### config.mk
export PLATFORM = sky130hd
export DESIGN_NAME = register_file_flat
export DESIGN_NICKNAME = d
export VERILOG_FILES = /design/src/rtl/register_file_if.sv /design/src/rtl/register_file.sv /design/src/flat_wrapper.sv
export SDC_FILE = /design/constraint.sdc
export NUM_CORES = 2
export LEC_CHECK = 0
export BUFFER_PORTS_ARGS = -buffer_cell sky130_fd_sc_hd__buf_2
export CORE_MARGIN = 1.5
export CORE_UTILIZATION = 50
export CTS_BUF_LIST = sky130_fd_sc_hd__clkbuf_16
export DETAILED_ROUTE_END_ITERATION = 6
export PLACE_DENSITY = 0.66
export SLEW_MARGIN = 20
export SYNTH_ARGS = -nofsm -noshare
export SYNTH_HDL_FRONTEND = slang
export SYNTH_SLANG_ARGS = --single-unit
export TNS_END_PERCENT = 50
### constraint.sdc
create_clock -name clk -period 44.1 [get_ports clk]
set_input_delay 6.615 -clock clk [delete_from_list [all_inputs] [get_ports clk]]
set_output_delay 6.615 -clock clk [all_outputs]
set_load 0.1 [all_outputs]
### src/rtl/register_file_if.sv
// Bus bundle for the three-port register file: two combinational read ports
// and one synchronous write port.
`timescale 1ns/1ps
interface register_file_if #(
  parameter int DATA_WIDTH = 32,
  parameter int ADDR_WIDTH = 5
);
  logic                  we3;
  logic [ADDR_WIDTH-1:0] a1;
  logic [ADDR_WIDTH-1:0] a2;
  logic [ADDR_WIDTH-1:0] a3;
  logic [DATA_WIDTH-1:0] wd3;
  logic [DATA_WIDTH-1:0] rd1;
  logic [DATA_WIDTH-1:0] rd2;

  modport master (
    output we3, a1, a2, a3, wd3,
    input  rd1, rd2
  );

  modport slave (
    input  we3, a1, a2, a3, wd3,
    output rd1, rd2
  );
endinterface

### src/rtl/register_file.sv
// 2**ADDR_WIDTH x DATA_WIDTH register file: two combinational reads, one
// clocked write, register 0 hardwired to zero, asynchronous active-high clear.
`timescale 1ns/1ps
module register_file #(
  parameter int DATA_WIDTH = 32,
  parameter int ADDR_WIDTH = 5
) (
  input  logic           clk,
  input  logic           rst,
  register_file_if.slave bus
);

  localparam int REG_COUNT = 2 ** ADDR_WIDTH;

  logic [DATA_WIDTH-1:0] regs [REG_COUNT];
  logic                  write_hit;

  // An X/Z enable evaluates false here, so such an edge never writes.
  assign write_hit = (bus.we3 == 1'b1) && (bus.a3 != '0);

  always_ff @(posedge clk or posedge rst) begin
    if (rst) begin
      for (int i = 0; i < REG_COUNT; i++) begin
        regs[i] <= '0;
      end
    end else if (write_hit) begin
      regs[bus.a3] <= bus.wd3;
    end
  end

  // No write bypass: reads see the stored value, so a same-cycle write shows
  // up only after the edge.
  assign bus.rd1 = (bus.a1 == '0) ? '0 : regs[bus.a1];
  assign bus.rd2 = (bus.a2 == '0) ? '0 : regs[bus.a2];

endmodule

### src/flat_wrapper.sv
// flat-port wrapper written by rule: the top's interface ports become plain ports
module register_file_flat 
#(
  parameter int DATA_WIDTH = 32,
  parameter int ADDR_WIDTH = 5
)
  (clk, rst, bus_we3, bus_a1, bus_a2, bus_a3, bus_wd3, bus_rd1, bus_rd2);
  register_file_if #(.DATA_WIDTH(DATA_WIDTH), .ADDR_WIDTH(ADDR_WIDTH)) bus_i ();
  input  logic clk;
  input  logic rst;
  input wire logic [$bits(bus_i.we3)-1:0] bus_we3;
  input wire logic [$bits(bus_i.a1)-1:0] bus_a1;
  input wire logic [$bits(bus_i.a2)-1:0] bus_a2;
  input wire logic [$bits(bus_i.a3)-1:0] bus_a3;
  input wire logic [$bits(bus_i.wd3)-1:0] bus_wd3;
  output wire logic [$bits(bus_i.rd1)-1:0] bus_rd1;
  output wire logic [$bits(bus_i.rd2)-1:0] bus_rd2;
  assign bus_i.we3 = bus_we3;
  assign bus_i.a1 = bus_a1;
  assign bus_i.a2 = bus_a2;
  assign bus_i.a3 = bus_a3;
  assign bus_i.wd3 = bus_wd3;
  assign bus_rd1 = bus_i.rd1;
  assign bus_rd2 = bus_i.rd2;
  register_file #(.DATA_WIDTH(DATA_WIDTH), .ADDR_WIDTH(ADDR_WIDTH)) u_core (.clk(clk), .rst(rst), .bus(bus_i));
endmodule
Word level (Yosys, flattened, before mapping). Cells that the tools add are included.

Bits in registers: 1024. Input bits: 50. Output and inout bits: 64. Word-level logic and storage cells: 55.

Magnitude comparators: 4. Mux-type cells: 11. Bitwise operators: 3. Reduce and logical (&&, ||, !) cells: 5.

Operators with widths (number): $bwmux W1024 (1); $bmux W32 S5 (2); $mux W32 (7); $demux W32 S5 (1); $ge A6 B6 Y1 const B (3); $not A5 Y6 (3); $logic_not A5 Y1 (2); $lt A6 B1 Y1 const B (1); $reduce_bool A5 Y1 (1); $logic_and A1 B1 Y1 (2).

Depth between registers and ports, before layout.
Word-level depth: 6. Gate-level depth with buffers: 7. Gate-level depth less buffers: 4.

Worst setup path after synthesis. No wires, ideal clock.

Path type: input -> output. From: input bus_a2[1]. To: output bus_rd2[21]. Arrival time: 10.132 ns. Required time: 37.485 ns. Setup slack: 27.353 ns. Stages: 7. Path buffers: 3. Path through: buf_4 -> buf_6 -> nor2b_1 -> clkbuf_1 -> a221oi_1 -> o21ai_0 -> a311oi_1.

Cells in the longest elaborated chain, start to end: 5. Elaborated cells between the ends (all ways): 6. Classes of those cells: mux: 4; bitwise: 1; reduce/logical: 1.

RTL lines: start: declaration (line flat_wrapper.sv:13) `input wire logic [$bits(bus_i.a2)-1:0] bus_a2;`; $not A5 Y6 (implied by the code) (line register_file.sv:34) `assign bus.rd2 = (bus.a2 == '0) ? '0 : regs[bus.a2];`; $bmux W32 S5 (line register_file.sv:34); $mux W32 (implied by the code) (2 in a row) (line register_file.sv:34); $mux W32 * (line register_file.sv:34); end: declaration (line flat_wrapper.sv:17) `output wire logic [$bits(bus_i.rd2)-1:0] bus_rd2;`.

Every way passes the cells marked *; elsewhere a longest branch is shown, timed or not. The select of a mux whose other input is x is not followed.

Worst setup path after layout.
From: input bus_a1[2]. To: output bus_rd1[12].

Cells in the longest elaborated chain, start to end: 5. Elaborated cells between the ends (all ways): 6. Classes of those cells: mux: 4; bitwise: 1; reduce/logical: 1.

RTL lines: start: declaration (line flat_wrapper.sv:12) `input wire logic [$bits(bus_i.a1)-1:0] bus_a1;`; $not A5 Y6 (implied by the code) (line register_file.sv:33) `assign bus.rd1 = (bus.a1 == '0) ? '0 : regs[bus.a1];`; $bmux W32 S5 (line register_file.sv:33); $mux W32 (implied by the code) (2 in a row) (line register_file.sv:33); $mux W32 * (line register_file.sv:33); end: declaration (line flat_wrapper.sv:16) `output wire logic [$bits(bus_i.rd1)-1:0] bus_rd1;`.

Marked as above.

==> key figures <==
Route
  – Routed WL: 176000 um
  – First drt pass iteration count: 5
  – Routed vias/inst: 7.08
  – Routed len/inst: 35.2 um
  – Post-route ant nets: 0
  – Vias: 35400
  – Starting DRT DRC Count: 3392
  – DRC: 0

Floorplan
  – I/O pin cnt: 114
  – Core area: 107000 um2
  – Die Area: 111000 um2
  – Die width: 333 um
  – Chip Height: 333 um
  – Row Count: 120
  – Initial core utilization: 50.6%

Timing
  – Tcrit/Tclk final: 39.8%
  – Slew headroom: 19.9%
  – Final count of hold timing violations: 0
  – # setup viols final: 0
  – Final-report max-slew violation count: 0
  – Max Freq: 0.0570 GHz
  – Final setup skew: 0 ps
  – RSZ-0062 raised after global routing: false
  – Setup TNS: 0 ps
  – Fin crit period: 17530 ps
  – Worst slew pin tran: 1200 ps

Critical path
  – CP Data Required Time: 37490 ps
  – Crit Path Max Fanout: 64
  – Worst Path Arrival: 10920 ps
  – Register-to-register setup slack: 43280 ps
  – Worst r2r path cells: 1
  – Setup crit end: bus_rd1[12]
  – Slowest-stage cell, CP: buf_4
  – CP delay by family, top: buffers and inverters
  – Crit. path cell count: 8
  – CP cell instances: buf_8 > buf_4 > buf_4 > mux4_2 > mux2_2 > o21ai_0 > a311oi_1 > buf_2
  – Worst setup SP type: primary input
  – Reg-to-Reg Start: u_core.regs[120]$_DFFE_PP0P_
  – Worst path most repeated cell: buf_4
  – Worst path bufs/invs: 4
  – Critical Path Sink Type: output pin
  – Slowest cell delay on critical path: 920 ps
  – Reg-to-reg critical path endpoint: u_core.regs[120]$_DFFE_PP0P_
  – Worst setup path class: primary input to output pin
  – CP Launch Point: bus_a1[2]

Hold path
  – Worst hold path type: flip-flop to flip-flop

Global route
  – Met2 Usage GRT: 51.3%
  – Grt met1 use: 41.6%
  – Largest net degree at the start of global routing: 195
  – Met3 Use GR: 6.97%
  – Busiest metal layer after global routing: met2
  – Grt ovf: 0
  – Vias in the first global route: 37200
  – Gr usage total: 32.0%
  – First-pass GRT wire length: 259000 um
  – Initial antenna violation count: 17

Placed design
  – Final Wtd Congestion: 0.831
  – DP Wirelength: 101000 um
  – Port-buffer cells: 113

CTS
  – CTS Hold Buffers Added: 0
  – TritonCTS clock tree: done
  – Number of setup buffers added after CTS: 0
  – Clock Root Buffer: clkbuf_16
  – # clock sinks: 1024
  – Clk_lat worst skew: 710 ps
  – Htree depth: 3
  – Post-CTS sizing: 0
  – Longest Clk Path Bufs: 3
  – Clock-pin slew on the worst setup and hold paths: 50 ps
  – Cts bufs inserted: 110

Yosys
  – Post-synth EDFFs: 0
  – Ranking of synthesized cells by area: dfrtp_1, mux2_2, mux4_2
  – Yosys top cell by area: dfrtp_1
  – Library cells used by synthesis: 34
  – Top-area cell type share of the netlist area: 47.2%
  – Synth Warn #: 0
  – Cell with the most instances after synthesis: mux2_2
  – List of most frequent post-synthesis cells: mux2_2, dfrtp_1, mux4_2, clkbuf_1, buf_2
  – Synthesized flop and latch total: 1024
  – Sequential share of the synthesized area: 47.2%
  – Post-Syn Area: 54300 um2
  – Main synth FF type: dfrtp_1
  – Asr flop ratio synth: 100%
  – Avg Cell Area, Syn: 15.0 um2
  – Syn_nets: 3667
  – Cells after synthesis: 3617

Pwr
  – Max IR drop VDD: 0.0326 mV
  – LEAKAGE: 0.0255 uW
  – PwrDens: 46.5 nW/um2

Run
  – Max-cap violations: 0

Layout
  – Largest register FFs: 1024
  – Biggest regs: u_core.regs (1024)
  – Final core utilization: 55.1%
  – # fillers: 8439
  – Area added between synthesis and finish: 8.95%
  – Nets: 3551
  – Most flop-heavy register: u_core.regs
  – Share of cells above drive strength 1: 53.0%

Outcome
  – Run status: complete, no violations
[cell type report]
type                       instances  area (um2)  share of cell area [%]
multi-input combinational       2163       27000                    45.6
sequential                      1024       25600                    43.3
clock buffer                     111        2780                    4.69
tap                             1403        1760                    2.97
timing repair buffer             199        1340                    2.27
clock inverter                    92         659                    1.11
inverter                           3        21.3                  0.0359
antenna                            6        15.0                  0.0254
[layout by cell type (no fill, tap or decap), drive strengths merged, types with 6 or more instances in the layout]
cell and instances:
bufinv 9, dfrtp 1024, o2111ai 18, nand2 52
inv 25, a221oi 46, mux2 1056, buf 199
o21ai 110, clkbuf 111, a311oi 64, clkinv 58
nor2 19, mux4 448, mux2i 128, nor2b 68
a22oi 64, a211oi 64, diode 6
[cells by family after synthesis]
kind of cell | after synthesis | share of synthesized area [%]
flops | 1024 | 47.2
simple gates | 165 | 1.64
buf+inv | 430 | 3.52
mux | 1632 | 42.8
compound gates | 366 | 4.85
[power breakdown]
group,internal [uW],total (uW),switching (uW)
Clock,507,897,390
Sequential,1120,1250,133
Combinational,320,606,286
[worst min-delay path by stage]
stage	cells past startpoint	start	endpoint	slack (ps)
final	0	u_core.regs[1022]$_DFFE_PP0P_	u_core.regs[1022]$_DFFE_PP0P_	390
after global routing	0	u_core.regs[1022]$_DFFE_PP0P_	u_core.regs[1022]$_DFFE_PP0P_	410
after CTS	0	u_core.regs[1022]$_DFFE_PP0P_	u_core.regs[1022]$_DFFE_PP0P_	400
after detailed placement	0	u_core.regs[1018]$_DFFE_PP0P_	u_core.regs[1018]$_DFFE_PP0P_	380
after global placement	0	u_core.regs[1009]$_DFFE_PP0P_	u_core.regs[1009]$_DFFE_PP0P_	380
after floorplan	1	u_core.regs[1000]$_DFFE_PP0P_	u_core.regs[1000]$_DFFE_PP0P_	440
[through the flow]
stage | power [uW] | hold WS, ps | std cells | worst slack, ps | instance area (um2)
after floorplan | 1710 | 441 | 3617 | 8670 | 54300
after CTS | 2760 | 396 | 4994 | 26610 | 59100
after detailed placement | 1870 | 383 | 4791 | 26600 | 55700
final | 2750 | 391 | 5001 | 26570 | 59200
after global placement | 1820 | 376 | 4791 | 26050 | 55700
after global routing | 2860 | 409 | 4998 | 26460 | 59200
[routing by layer]
metal  vias to the layer above  part of all wire (%)
met1                     19300                    39
met2                      1809                    48
met4                        16                   4.9
li1                      13800                     -
met5                         -                 0.060
met3                       501                   8.2
No activity file was read; power rests on OpenSTA's default activity.
